==> src/rtl/multi_pkg.sv <==
// Shared definitions for the sequential 8x8 multiplier: FSM encoding, nibble
// geometry, per-index accumulator shift table and nibble-pair selection.
package multi_pkg;

    localparam int NUM_PP = 4;
    localparam int NIB_W  = 4;
    localparam int IDX_W  = 2;
    localparam int ACC_W  = 16;

    typedef enum logic [1:0] {
        ST_IDLE  = 2'd0,
        ST_ISSUE = 2'd1,
        ST_DRAIN = 2'd2,
        ST_DONE  = 2'd3
    } state_t;

    localparam logic [3:0] PP_SHIFT [NUM_PP] = '{4'd0, 4'd4, 4'd4, 4'd8};

    function automatic logic [3:0] pp_shift(input logic [IDX_W-1:0] idx);
        return PP_SHIFT[idx];
    endfunction

    // idx[1] picks the A nibble, idx[0] the B nibble: k0 lo/lo, k1 lo/hi, k2 hi/lo, k3 hi/hi
    function automatic logic [2*NIB_W-1:0] pp_nibbles(input logic [IDX_W-1:0] idx,
                                                       input logic [7:0]       a,
                                                       input logic [7:0]       b);
        logic [NIB_W-1:0] na;
        logic [NIB_W-1:0] nb;
        na = idx[1] ? a[7:4] : a[3:0];
        nb = idx[0] ? b[7:4] : b[3:0];
        return {na, nb};
    endfunction

endpackage

==> src/rtl/multi_pp_shift_acc.sv <==
// Delays each issued partial-product index by PP_LATENCY cycles so the returning
// pp_in can be shifted into the 16-bit accumulator under the right weight.
module multi_pp_shift_acc
    import multi_pkg::*;
#(
    parameter int PP_LATENCY = 1
)
(
    input  logic                 clk,
    input  logic                 clr,
    input  logic                 i_acc_clr,
    input  logic                 i_issue_vld,
    input  logic [IDX_W-1:0]     i_issue_idx,
    input  logic [2*NIB_W-1:0]   i_pp_in,
    output logic [ACC_W-1:0]     o_acc_next,
    output logic                 o_last
);

    logic [PP_LATENCY-1:0] r_vld;
    logic [IDX_W-1:0]      r_idx [PP_LATENCY];
    logic [ACC_W-1:0]      r_acc;
    logic                  w_tail_vld;
    logic [IDX_W-1:0]      w_tail_idx;
    logic [ACC_W-1:0]      w_term;

    // Index pipeline; clr flushes any samples still in flight
    always_ff @(posedge clk) begin
        if (clr) begin
            r_vld <= '0;
            for (int i = 0; i < PP_LATENCY; i++) begin
                r_idx[i] <= '0;
            end
        end else begin
            r_vld[0] <= i_issue_vld;
            r_idx[0] <= i_issue_idx;
            for (int i = 1; i < PP_LATENCY; i++) begin
                r_vld[i] <= r_vld[i-1];
                r_idx[i] <= r_idx[i-1];
            end
        end
    end

    assign w_tail_vld = r_vld[PP_LATENCY-1];
    assign w_tail_idx = r_idx[PP_LATENCY-1];
    assign o_last     = w_tail_vld && (w_tail_idx == 2'd3);

    // Weighted accumulate of the sample that matches the pipeline tail
    always_comb begin
        w_term = {8'd0, i_pp_in} << pp_shift(w_tail_idx);
        if (i_acc_clr) begin
            o_acc_next = 16'd0;
        end else if (w_tail_vld) begin
            o_acc_next = r_acc + w_term;
        end else begin
            o_acc_next = r_acc;
        end
    end

    // Accumulator register
    always_ff @(posedge clk) begin
        if (clr) begin
            r_acc <= 16'd0;
        end else begin
            r_acc <= o_acc_next;
        end
    end

endmodule

==> src/rtl/multi_8_8_seq.sv <==
// Sequential 8x8 unsigned multiplier built on an external registered 4x4 stage.
// Optional zero-operand shortcut enabled by defining MULTI_8_8_ZSKIP_EN.
module multi_8_8_seq
    import multi_pkg::*;
#(
    parameter int PP_LATENCY = 1
)
(
    input  logic                 clk,
    input  logic                 clr,
    input  logic                 start,
    input  logic [7:0]           A,
    input  logic [7:0]           B,
    output logic [NIB_W-1:0]     pp_a,
    output logic [NIB_W-1:0]     pp_b,
    input  logic [2*NIB_W-1:0]   pp_in,
    output logic                 busy,
    output logic                 done,
    output logic [ACC_W-1:0]     P
);

    state_t             r_state;
    state_t             w_state_next;
    logic [IDX_W-1:0]   r_cnt;
    logic [IDX_W-1:0]   w_cnt_next;
    logic [7:0]         r_a;
    logic [7:0]         r_b;
    logic [NIB_W-1:0]   r_pp_a;
    logic [NIB_W-1:0]   r_pp_b;
    logic [2*NIB_W-1:0] w_pp_next;
    logic               r_busy;
    logic               r_done;
    logic [ACC_W-1:0]   r_p;
    logic               w_accept;
    logic               w_zskip;
    logic               w_last;
    logic [ACC_W-1:0]   w_acc_next;

    assign w_accept = start && ((r_state == ST_IDLE) || (r_state == ST_DONE));

`ifdef MULTI_8_8_ZSKIP_EN
    assign w_zskip = (A == 8'd0) || (B == 8'd0);
`else
    assign w_zskip = 1'b0;
`endif

    multi_pp_shift_acc #(
        .PP_LATENCY (PP_LATENCY)
    ) u_acc (
        .clk         (clk),
        .clr         (clr),
        .i_acc_clr   (w_accept),
        .i_issue_vld (r_state == ST_ISSUE),
        .i_issue_idx (r_cnt),
        .i_pp_in     (pp_in),
        .o_acc_next  (w_acc_next),
        .o_last      (w_last)
    );

    // Next-state, issue counter and next nibble pair
    always_comb begin
        w_state_next = r_state;
        w_cnt_next   = 2'd0;
        w_pp_next    = 8'd0;
        case (r_state)
            ST_IDLE, ST_DONE: begin
                if (w_accept) begin
                    w_state_next = w_zskip ? ST_DONE : ST_ISSUE;
                end else begin
                    w_state_next = ST_IDLE;
                end
            end
            ST_ISSUE: begin
                w_cnt_next = r_cnt + 2'd1;
                if (r_cnt == 2'd3) begin
                    w_state_next = ST_DRAIN;
                end else begin
                    w_state_next = ST_ISSUE;
                end
            end
            ST_DRAIN: begin
                if (w_last) begin
                    w_state_next = ST_DONE;
                end else begin
                    w_state_next = ST_DRAIN;
                end
            end
            default: begin
                w_state_next = ST_IDLE;
            end
        endcase
        // Operands are not latched yet on the accept cycle, so k0 comes from the ports
        if (w_state_next == ST_ISSUE) begin
            if (w_accept) begin
                w_pp_next = pp_nibbles(2'd0, A, B);
            end else begin
                w_pp_next = pp_nibbles(w_cnt_next, r_a, r_b);
            end
        end else begin
            w_pp_next = 8'd0;
        end
    end

    // State and registered outputs; P only moves when entering DONE
    always_ff @(posedge clk) begin
        if (clr) begin
            r_state <= ST_IDLE;
            r_cnt   <= 2'd0;
            r_a     <= 8'd0;
            r_b     <= 8'd0;
            r_pp_a  <= 4'd0;
            r_pp_b  <= 4'd0;
            r_busy  <= 1'b0;
            r_done  <= 1'b0;
            r_p     <= 16'd0;
        end else begin
            r_state <= w_state_next;
            r_cnt   <= w_cnt_next;
            if (w_accept) begin
                r_a <= A;
                r_b <= B;
            end
            r_pp_a <= w_pp_next[7:4];
            r_pp_b <= w_pp_next[3:0];
            r_busy <= (w_state_next == ST_ISSUE) || (w_state_next == ST_DRAIN);
            r_done <= (w_state_next == ST_DONE);
            if (w_state_next == ST_DONE) begin
                r_p <= w_acc_next;
            end
        end
    end

    assign pp_a = r_pp_a;
    assign pp_b = r_pp_b;
    assign busy = r_busy;
    assign done = r_done;
    assign P    = r_p;

endmodule

==> config.mk <==
export PLATFORM = sky130hd
export DESIGN_NAME = multi_8_8_seq
export DESIGN_NICKNAME = d
export VERILOG_FILES = /design/src/rtl/multi_pkg.sv /design/src/rtl/multi_pp_shift_acc.sv /design/src/rtl/multi_8_8_seq.sv
export SDC_FILE = /design/constraint.sdc
export NUM_CORES = 1
export LEC_CHECK = 0
export CAP_MARGIN = 10
export CORE_UTILIZATION = 51
export CTS_BUF_LIST = sky130_fd_sc_hd__clkbuf_2
export DETAILED_ROUTE_END_ITERATION = 6
export PLACE_DENSITY = 0.79
export SYNTH_ARGS = -nofsm -noshare
export SYNTH_HDL_FRONTEND = slang
export SYNTH_SLANG_ARGS = --single-unit
==> constraint.sdc <==
create_clock -name clk -period 2.9 [get_ports clk]
set_input_delay 0.435 -clock clk [delete_from_list [all_inputs] [get_ports clk]]
set_output_delay 0.435 -clock clk [all_outputs]
set_load 0.02 [all_outputs]
==> results <==
per-stage QoR:
step	hold WS, ns	area [um2]	total power, mW	util
5_1_grt	0.433	4660	1.98	0.722
3_5_place_dp	0.446	4390	1.25	0.679
2_1_floorplan	0.433	3460	1.12	-
4_1_cts	0.415	4560	1.90	0.706
6_report	0.446	4660	1.90	0.722
3_3_place_gp	0.440	4390	1.24	0.679
final cells by class:
| cell class | instances | area [um2] | area share |
|---|---|---|---|
| Clock buffer | 9 | 45.0 | 0.00966 |
| Clock inverter | 7 | 95.1 | 0.0204 |
| Inverter | 21 | 78.8 | 0.0169 |
| Multi-Input combinational cell | 302 | 2130 | 0.457 |
| Sequential cell | 65 | 1300 | 0.280 |
| Tap cell | 77 | 96.3 | 0.0207 |
| Timing Repair Buffer | 104 | 915 | 0.196 |
sequential cells by signal, indices dropped and copies added, names as in the netlist:
signal / flops
r_cnt: 2
pp_b: 4
u_acc.r_vld: 1
u_acc.r_acc: 16
P: 16
done: 1
pp_a: 4
busy: 1
r_b: 8
r_a: 8
r_state: 2
u_acc.r_idx: 2
layout by cell type, fill, tap and decap left out, drive strengths merged, types with 3 or more instances in the layout:
cell type / instances
a211oi: 7
a21o: 9
a21oi: 44
a22o: 4
and2: 11
and3: 4
buf: 52
clkbuf: 9
clkdlybuf4s50: 52
clkinv: 4
dfxtp: 65
ha: 21
inv: 21
mux2: 12
mux2i: 4
nand2: 57
nand2b: 8
nand3: 9
nand4: 3
nor2: 20
nor2b: 18
nor3: 6
o211ai: 4
o21ai: 15
o32ai: 7
layer usage:
metal  part of all wire  global-route usage  vias up
li1                   -                   -     1639
met1               0.46               0.339     1527
met2               0.47               0.434       94
met3              0.055              0.0413       18
met4              0.019               0.125        0
met5                  0                   0        -
worst register-to-register path: cells and delay by family, from the launching register on:
kind | cells | cell delay, ns
and+or+nand+nor | 3 | 0.77
adders and majority gates | 2 | 0.64
buffers and inverters | 1 | 0.13
DFF | 1 | 0.37
AOI/OAI and AO/OA | 4 | 0.55
muxes | 1 | 0.31
repair_timing:
action / in CTS / in global routing
setup buffers: 0 / 1
pin swaps: 1 / 7
setup endpoints to repair: 7 / 15
resized for setup: 8 / 22
worst paths after layout:
path | from | end | slack [ns]
max reg2reg | u_acc.r_idx[0][0] | P[14] | 0.02
max | u_acc.r_idx[0][0] | P[14] | 0.02
min reg2reg | r_b[0] | r_b[0] | 0.47
min | A[5] | r_a[5] | 0.45
cell families after synthesis:
| family | synth area share |
|---|---|
| AO/OA/AOI/OAI | 0.228 |
| adder cells (fa/ha/maj) | 0.0817 |
| flip-flops | 0.376 |
| buffers and inverters | 0.0434 |
| XOR/XNOR | 0.00506 |
| multiplexers | 0.0528 |
| AND/OR/NAND/NOR | 0.213 |
where the power goes:
part	switching [mW]	internal, mW
Clock	0.364	0.285
Combinational	0.160	0.152
Sequential	0.0159	0.924
==> results.cfg <==
[synthesis]
syn-num-nets = 454
synth_top_area_share = 0.376
post-synth-top-count-cell = dfxtp_1
synth_seq_cells = 65
synth_ff_type = dfxtp_1
synth.cell_area_um2 = 3460
synth.distinct_cells = 57
ys_seq_area_frac = 0.376
async_flop_share = 0
synthTopCellsByArea = dfxtp_1, ha_1, a21oi_1
postSynthCellCount = 405
yosysWarnings = 0
syn_avg_cell_area_um2 = 8.54
synth_top_area_cell = dfxtp_1
synth-edff-count = 0
synth_commonest_cells = dfxtp_1, nand2_1, a21oi_1

[final_layout]
final_nets = 552
fillers = 512
drive_above_1_share = 0.217
antennaDiodeCount = 0
fin_cells = 585
area_growth_pct = 34.8

[route]
drt-initial-drc-count = 166
dr.pass1.iters = 6
ant_nets = 0
wl_per_cell_um = 15.8
drc = 2
finalWirelength_um = 9220
vias = 3278
drt-vias-per-instance = 5.60

[floorplan]
die_x_um = 84.4
die_h_um = 84.4
initial_core_util = 0.536
core_area_um2 = 6460
core.rowCount = 29
dieArea_um2 = 7120
io_pins = 53

[power_and_ir_drop]
ir_worst_vdd_uv = 281
power.leakage_nw = 1.88
power_density_nw_per_um2 = 408

[cts]
root_buffer = clkbuf_2
cts_buffers = 9
clockBufferDepth = 2
cts.sinks = 65
clkLatencyLatePin_ns = 0.52
cts_hold_buf = 0
cts_tree = done
h-tree-depth = 3
clk_pin_slew_worst_paths_ns = 0.20

[placed_design]
place_congestion = 0.897
port_buffers = 52
dp_cells = 568
post-place-ws_ns = -0.218
place.detailed.hpwl_um = 6770

[timing]
fin_skew_ns = 0.0207
final.period_utilization = 0.993
timing.slew.headroom = 0.625
timing.setup.tns_ns = 0
finalSetupViolCount = 0
grt_setup_unrepaired = true
setup_ws_ns = 0.0207
hold_viol_final = 0
final.min_clock_period_ns = 2.88
worst_slew_pin_slew_ns = 0.563
slew_viol_final = 0
max_freq_mhz = 347

[critical_path]
cp_slowest_cell = or4_4
reg2reg_depth = 11
cp_cell_sequence = ha_4, buf_6, mux2_4, nor2b_1, ha_1, a21oi_2, o21ai_2, and4_1, or4_4, a31oi_4, o32ai_1
crit_required_ns = 3.31
criticalPathCategory = register to register
crit_buf_inv = 1
endpoint_kind = register
path_delay_family = simple AND/OR/NAND/NOR gates
startpoint_type = register
worst-path-max-fanout = 5
crit_arrival_ns = 3.29
cp.depth = 11
cpPeakStageDelay_ns = 0.43

[global_route]
grt_max_degree = 42
gr-total-overflow = 0
grt_pass1_wl_um = 14600
grt_pass1_vias = 3142
track_usage = 0.263
antenna_found_initial = 0

[job]
cap_viol_max_count = 0

[status]
violations = DRC
status = finished, violations left

[min_path]
hp-class = primary input to register
hold_path_depth = 3
Note: power is estimated with default switching activity, not from simulation.
